### src/rtl/fp_wrap_pkg.sv
// Shared types for the FP multiplier output wrapper: output FSM states and handshake modes.
package fp_wrap_pkg;

  typedef enum logic [1:0] {
    StEmpty,
    StLoad,
    StWaitAccept,
    StSureAccept
  } out_state_e;

  typedef enum logic {
    TwoPhase  = 1'b0,
    FourPhase = 1'b1
  } handshake_mode_t;

endpackage

### src/rtl/out_result_fifo.sv
// Result buffer: DEPTH-entry circular store with occupancy count and sticky overflow flag.
module out_result_fifo #(
  parameter int unsigned WIDTH = 32,
  parameter int unsigned DEPTH = 4
) (
  input  logic                       clk,
  input  logic                       rst,
  input  logic                       push,
  input  logic [WIDTH-1:0]           wdata,
  input  logic                       pop,
  output logic [WIDTH-1:0]           rdata,
  output logic [$clog2(DEPTH+1)-1:0] count,
  output logic                       full,
  output logic                       empty,
  output logic                       overflow
);

  localparam int unsigned PtrW = $clog2(DEPTH);
  localparam int unsigned CntW = $clog2(DEPTH+1);

  logic [WIDTH-1:0] mem [DEPTH];
  logic [PtrW-1:0]  wptr_q, rptr_q;
  logic [CntW-1:0]  count_q, count_d;
  logic             overflow_q;
  logic             push_ok, pop_ok;

  // full is decoded from the registered count only, so a push alongside a pop at DEPTH is dropped
  assign full    = (count_q == CntW'(DEPTH));
  assign empty   = (count_q == '0);
  assign push_ok = push && !full;
  assign pop_ok  = pop && !empty;

  always_comb begin
    count_d = count_q;
    unique case ({push_ok, pop_ok})
      2'b10:   count_d = count_q + CntW'(1);
      2'b01:   count_d = count_q - CntW'(1);
      default: count_d = count_q;
    endcase
  end

  always_ff @(posedge clk or negedge rst) begin
    if (!rst) begin
      wptr_q     <= '0;
      rptr_q     <= '0;
      count_q    <= '0;
      overflow_q <= 1'b0;
    end else begin
      if (push_ok) wptr_q <= wptr_q + PtrW'(1);
      if (pop_ok)  rptr_q <= rptr_q + PtrW'(1);
      if (push && full) overflow_q <= 1'b1;
      count_q <= count_d;
    end
  end

  // Storage is intentionally left out of reset.
  always_ff @(posedge clk) begin
    if (push_ok) mem[wptr_q] <= wdata;
  end

  assign rdata    = mem[rptr_q];
  assign count    = count_q;
  assign overflow = overflow_q;

endmodule

### src/rtl/out_wrapper_fifo_cu.sv
// Output wrapper: buffers FP results and offers them downstream over a two- or four-phase handshake.
module out_wrapper_fifo_cu
  import fp_wrap_pkg::*;
#(
  parameter int unsigned WIDTH      = 32,
  parameter int unsigned DEPTH      = 4,
  parameter bit          FOUR_PHASE = 1'b1
) (
  input  logic                       clk,
  input  logic                       rst,
  input  logic                       doneFP,
  input  logic [WIDTH-1:0]           resultFP,
  output logic                       full,
  output logic                       overflow,
  output logic [$clog2(DEPTH+1)-1:0] count,
  output logic [WIDTH-1:0]           resultOut,
  output logic                       resultReady,
  input  logic                       resultAccept
);

  localparam int unsigned     CntW = $clog2(DEPTH+1);
  localparam handshake_mode_t Mode = handshake_mode_t'(FOUR_PHASE);

  out_state_e       state_q, state_d;
  logic [WIDTH-1:0] result_out_q, result_out_d;
  logic [WIDTH-1:0] fifo_rdata;
  logic             fifo_empty;
  logic             pop;

  out_result_fifo #(
    .WIDTH (WIDTH),
    .DEPTH (DEPTH)
  ) u_fifo (
    .clk      (clk),
    .rst      (rst),
    .push     (doneFP),
    .wdata    (resultFP),
    .pop      (pop),
    .rdata    (fifo_rdata),
    .count    (count),
    .full     (full),
    .empty    (fifo_empty),
    .overflow (overflow)
  );

  always_comb begin
    state_d      = state_q;
    result_out_d = result_out_q;
    pop          = 1'b0;
    unique case (state_q)
      StEmpty: begin
        if (!fifo_empty) state_d = StLoad;
      end
      StLoad: begin
        result_out_d = fifo_rdata;
        state_d      = StWaitAccept;
      end
      StWaitAccept: begin
        if (resultAccept) begin
          pop = 1'b1;
          if (Mode == FourPhase) begin
            state_d = StSureAccept;
          // Post-pop occupancy counts a push landing on the same edge.
          end else if ((count > CntW'(1)) || (doneFP && !full)) begin
            state_d = StLoad;
          end else begin
            state_d = StEmpty;
          end
        end
      end
      StSureAccept: begin
        if (!resultAccept) state_d = fifo_empty ? StEmpty : StLoad;
      end
      default: state_d = StEmpty;
    endcase
  end

  always_ff @(posedge clk or negedge rst) begin
    if (!rst) begin
      state_q      <= StEmpty;
      result_out_q <= '0;
    end else begin
      state_q      <= state_d;
      result_out_q <= result_out_d;
    end
  end

  assign resultReady = (state_q == StWaitAccept);
  assign resultOut   = result_out_q;

endmodule

### config.mk
export PLATFORM = sky130hd
export DESIGN_NAME = out_wrapper_fifo_cu
export DESIGN_NICKNAME = d
export VERILOG_FILES = /design/src/rtl/fp_wrap_pkg.sv /design/src/rtl/out_result_fifo.sv /design/src/rtl/out_wrapper_fifo_cu.sv
export SDC_FILE = /design/constraint.sdc
export NUM_CORES = 1
export LEC_CHECK = 0
export CAP_MARGIN = 20
export CORE_ASPECT_RATIO = 1.1
export CORE_MARGIN = 5
export CORE_UTILIZATION = 58
export CTS_BUF_LIST = sky130_fd_sc_hd__clkbuf_2 sky130_fd_sc_hd__clkbuf_4 sky130_fd_sc_hd__clkbuf_8
export DETAILED_ROUTE_END_ITERATION = 8
export PLACE_DENSITY = 0.81
export SYNTH_ARGS = -nofsm -noshare
export SYNTH_HDL_FRONTEND = slang
export SYNTH_HIERARCHICAL = 1
export SYNTH_SLANG_ARGS = --single-unit
### constraint.sdc
create_clock -name clk -period 2.65 [get_ports clk]
set_input_delay 0.53 -clock clk [delete_from_list [all_inputs] [get_ports clk]]
set_output_delay 0.53 -clock clk [all_outputs]
set_load 0.02 [all_outputs]
==> results_dict.tcl <==
set metrics [dict create \
    grt_pass1_wl_um 18320 \
    maximum_frequency_from_static_timing_analysis_mhz 418.7 \
    mappedNetlistArea_sq_um 6644 \
    die-area_sq_um 13700 \
    diodes 0 \
    starting_utilization_of_the_core_area 0.5860 \
    global_route.usage.total 0.1819 \
    critical_path.top_delay_family "buffers and inverters" \
    synth_top_cell_by_area "edfxtp_1" \
    synthesis.area_per_instance_sq_um 22.68 \
    seqCellArea_sq_um 4897 \
    instance_area_at_placement_sq_um 7550 \
    dr.pass1.iters 5 \
    pwr_density_cell_nw_per_um2 1197 \
    synth_top_area_frac 0.5785 \
    placement.setup.worst_slack_ps 79.54 \
    clk_root_buffer_cell "clkbuf_8" \
    period_minus_slack_ps 2388 \
    num_rows 41 \
    numCtsBuffers 17 \
    worst_clock_skew_ps 7.675 \
    max_transition_margin 0.4420 \
    post_cts.repair.setup_buffers 0 \
    criticalPathCategory "flip-flop to primary output" \
    postRouteAntennaNets 0 \
    hold_violations 0 \
    number_of_buffers_on_the_longest_clock_path 2 \
    vias 3025 \
    clk_transition_reported_paths_ps 80 \
    place_inst 513 \
    drive_above_1_share 0.2886 \
    share_of_the_core_filled_with_cells_in_the_final_layout 0.7067 \
    max_stage_delay_ps 650 \
    rr_worst_depth 10 \
    max-vdd-ir-drop_mv 0.6555 \
    grt_start_max_net_pins 34 \
    cp_num_cells 2 \
    finalSetupViolCount 0 \
    stdcell_count 545 \
    area.growth.synth_to_final_pct 20.58 \
    core_sq_um 11340 \
    timing.hold.worst.class "input pin to async pin" \
    synth-edff-count 128 \
    postCtsResizedCells 0 \
    path_cells "nor3b_4, clkdlybuf4s50_1" \
    async_flop_share 0.2471 \
    worst_ep_required_time_ps 2120 \
    clk_latency_ps 430 \
    drc 0 \
    die_width_um 112.0 \
    synth_top_cells_by_area "edfxtp_1, dfrtp_1, mux4_2" \
    globalRouteOverflowTotal 0 \
    cts_tree "built" \
    cts.htree.levels 4 \
    regToRegSetupSlack_ps 350 \
    critical_path.n_buffers_inverters 1 \
    r2r-end "u_fifo/count[2]$_DFFE_PN0P_" \
    number_of_violations_of_the_max_capacitance_limit 0 \
    rsz0062_at_grt "false" \
    via_count_of_the_first_global_routing_pass 3332 \
    ys_seq_elements 170 \
    synth.most_common_cell "edfxtp_1" \
    multi_input_comb_area_sq_um 1588 \
    syn-num-nets 340 \
    final_min_period_over_clock_period 0.9013 \
    yosys_most_used_dff "edfxtp_1" \
    element_type_at_the_critical_path_start "flip-flop" \
    worst_setup_path_end_kind "primary output" \
    port_buffers 73 \
    worst-slew-pin-transition_ps 837.1 \
    cts.hold.buffers_added 0 \
    cts_num_sinks 170 \
    postRouteWirelength_um 11610 \
    crit_fanout 6 \
    wl_cell_um 21.30 \
    antenna_violations_before_repair 0 \
    leakage_uw 0.002889 \
    worst_r2r_startpoint "state_q[0]$_DFFE_PN0P_" \
    max_transition_viols_final 0 \
    fillers 680 \
    layout_setup_ws_ps 261.6 \
    critPathSlowestCell "clkdlybuf4s50_1" \
    fin_nets 429 \
    setup_tns_ps 0 \
    post-dp-hpwl_um 7505 \
    gp_routability_congestion 0.6979 \
    netlist-cell-type-count 31 \
    detail_route.vias_per_cell 5.550 \
    synth_sequential_area_ratio 0.7367 \
    result_of_the_run "completed" \
    worstPathArrival_ps 1860 \
    boundaryPins 74 \
    cell_count_after_synthesis 293 \
    stdcell_area_sq_um 8011 \
    detail_route.iter0.violations 160 \
    synth_commonest_cells "edfxtp_1, dfrtp_1, mux2_4" \
    dieHeight_um 122.3 \
    yosys_warnings 6 \
]
[area by class of cell]
class	instances	area share
multi-input combinational	102	0.1982
tap	150	0.02343
sequential	170	0.6113
clock inverter	14	0.02749
inverter	9	0.004217
timing repair buffer	82	0.1053
clock buffer	18	0.03014
[power breakdown]
group / internal, uW / switching [uW]
logic: 1930 / 1530
registers: 3650 / 437
clock network: 1140 / 900
[worst max path at each step]
| stage | start | endpoint |
|---|---|---|
| 6_report | u_fifo/count[0]$_DFFE_PN0P_ | full |
| 4_1_cts | u_fifo/count[0]$_DFFE_PN0P_ | full |
| 3_3_place_gp | resultAccept | u_fifo/count[2]$_DFFE_PN0P_ |
| 5_1_grt | u_fifo/count[0]$_DFFE_PN0P_ | full |
| 3_5_place_dp | resultAccept | u_fifo/count[2]$_DFFE_PN0P_ |
| 2_1_floorplan | state_q[0]$_DFFE_PN0P_ | u_fifo/count[2]$_DFFE_PN0P_ |
[sequential cells by signal (all words and copies together), names as in the netlist]
name / flops
resultOut: 32
state_q: 2
u_fifo/count: 3
u_fifo/mem: 128
u_fifo/overflow: 1
u_fifo/rptr_q: 2
u_fifo/wptr_q: 2
[worst register-to-register path, stage by stage, from the launching register on]
cell and delay (ps):
dfrtp_1 410, inv_1 150, ha_1 220, and2_2 150, o31a_1 200, ha_1 210, inv_1 60, fa_1 370
xor2_1 150, nor2_1 120, xor2_1 170
[per-stage QoR]
stage | hold slack, ps | total power, uW
3_5_place_dp | 447.5 | 7646
4_1_cts | 141.4 | 9717
3_3_place_gp | 440.3 | 7507
2_1_floorplan | 234.4 | 6515
5_1_grt | 145.9 | 10070
6_report | 129.1 | 9591
[cell usage in the layout (no fill, tap or decap), types with 2 or more instances in the layout]
master           instances
edfxtp_1               128
clkdlybuf4s50_1         72
dfrtp_1                 40
mux2_4                  31
mux4_2                  28
clkbuf_8                17
inv_1                    9
ha_1                     9
and2_2                   5
bufinv_16                5
buf_4                    5
clkinvlp_4               4
mux4_1                   4
buf_12                   4
xnor2_1                  3
xor2_1                   3
nand2_1                  2
mux2_2                   2
inv_6                    2
clkinv_4                 2
dfrtp_2                  2
[kinds of logic after synthesis]
| kind of cell | synth area share |
|---|---|
| AO/OA/AOI/OAI | 0.008099 |
| flip-flops | 0.7367 |
| buffers and inverters | 0.02542 |
| adder cells (fa/ha/maj) | 0.02185 |
| AND/OR/NAND/NOR | 0.01224 |
| XOR/XNOR | 0.007911 |
| multiplexers | 0.1878 |
[metal layers]
| layer | GRT usage | vias to the layer above | share of wire |
|---|---|---|---|
| li1 | - | 1343 | - |
| met1 | 0.2228 | 1573 | 0.40 |
| met2 | 0.3160 | 92 | 0.54 |
| met3 | 0.05375 | 17 | 0.049 |
| met4 | 0.05785 | 0 | 0.016 |
| met5 | 0 | - | 0 |
Power figures use the tool's default switching activity.
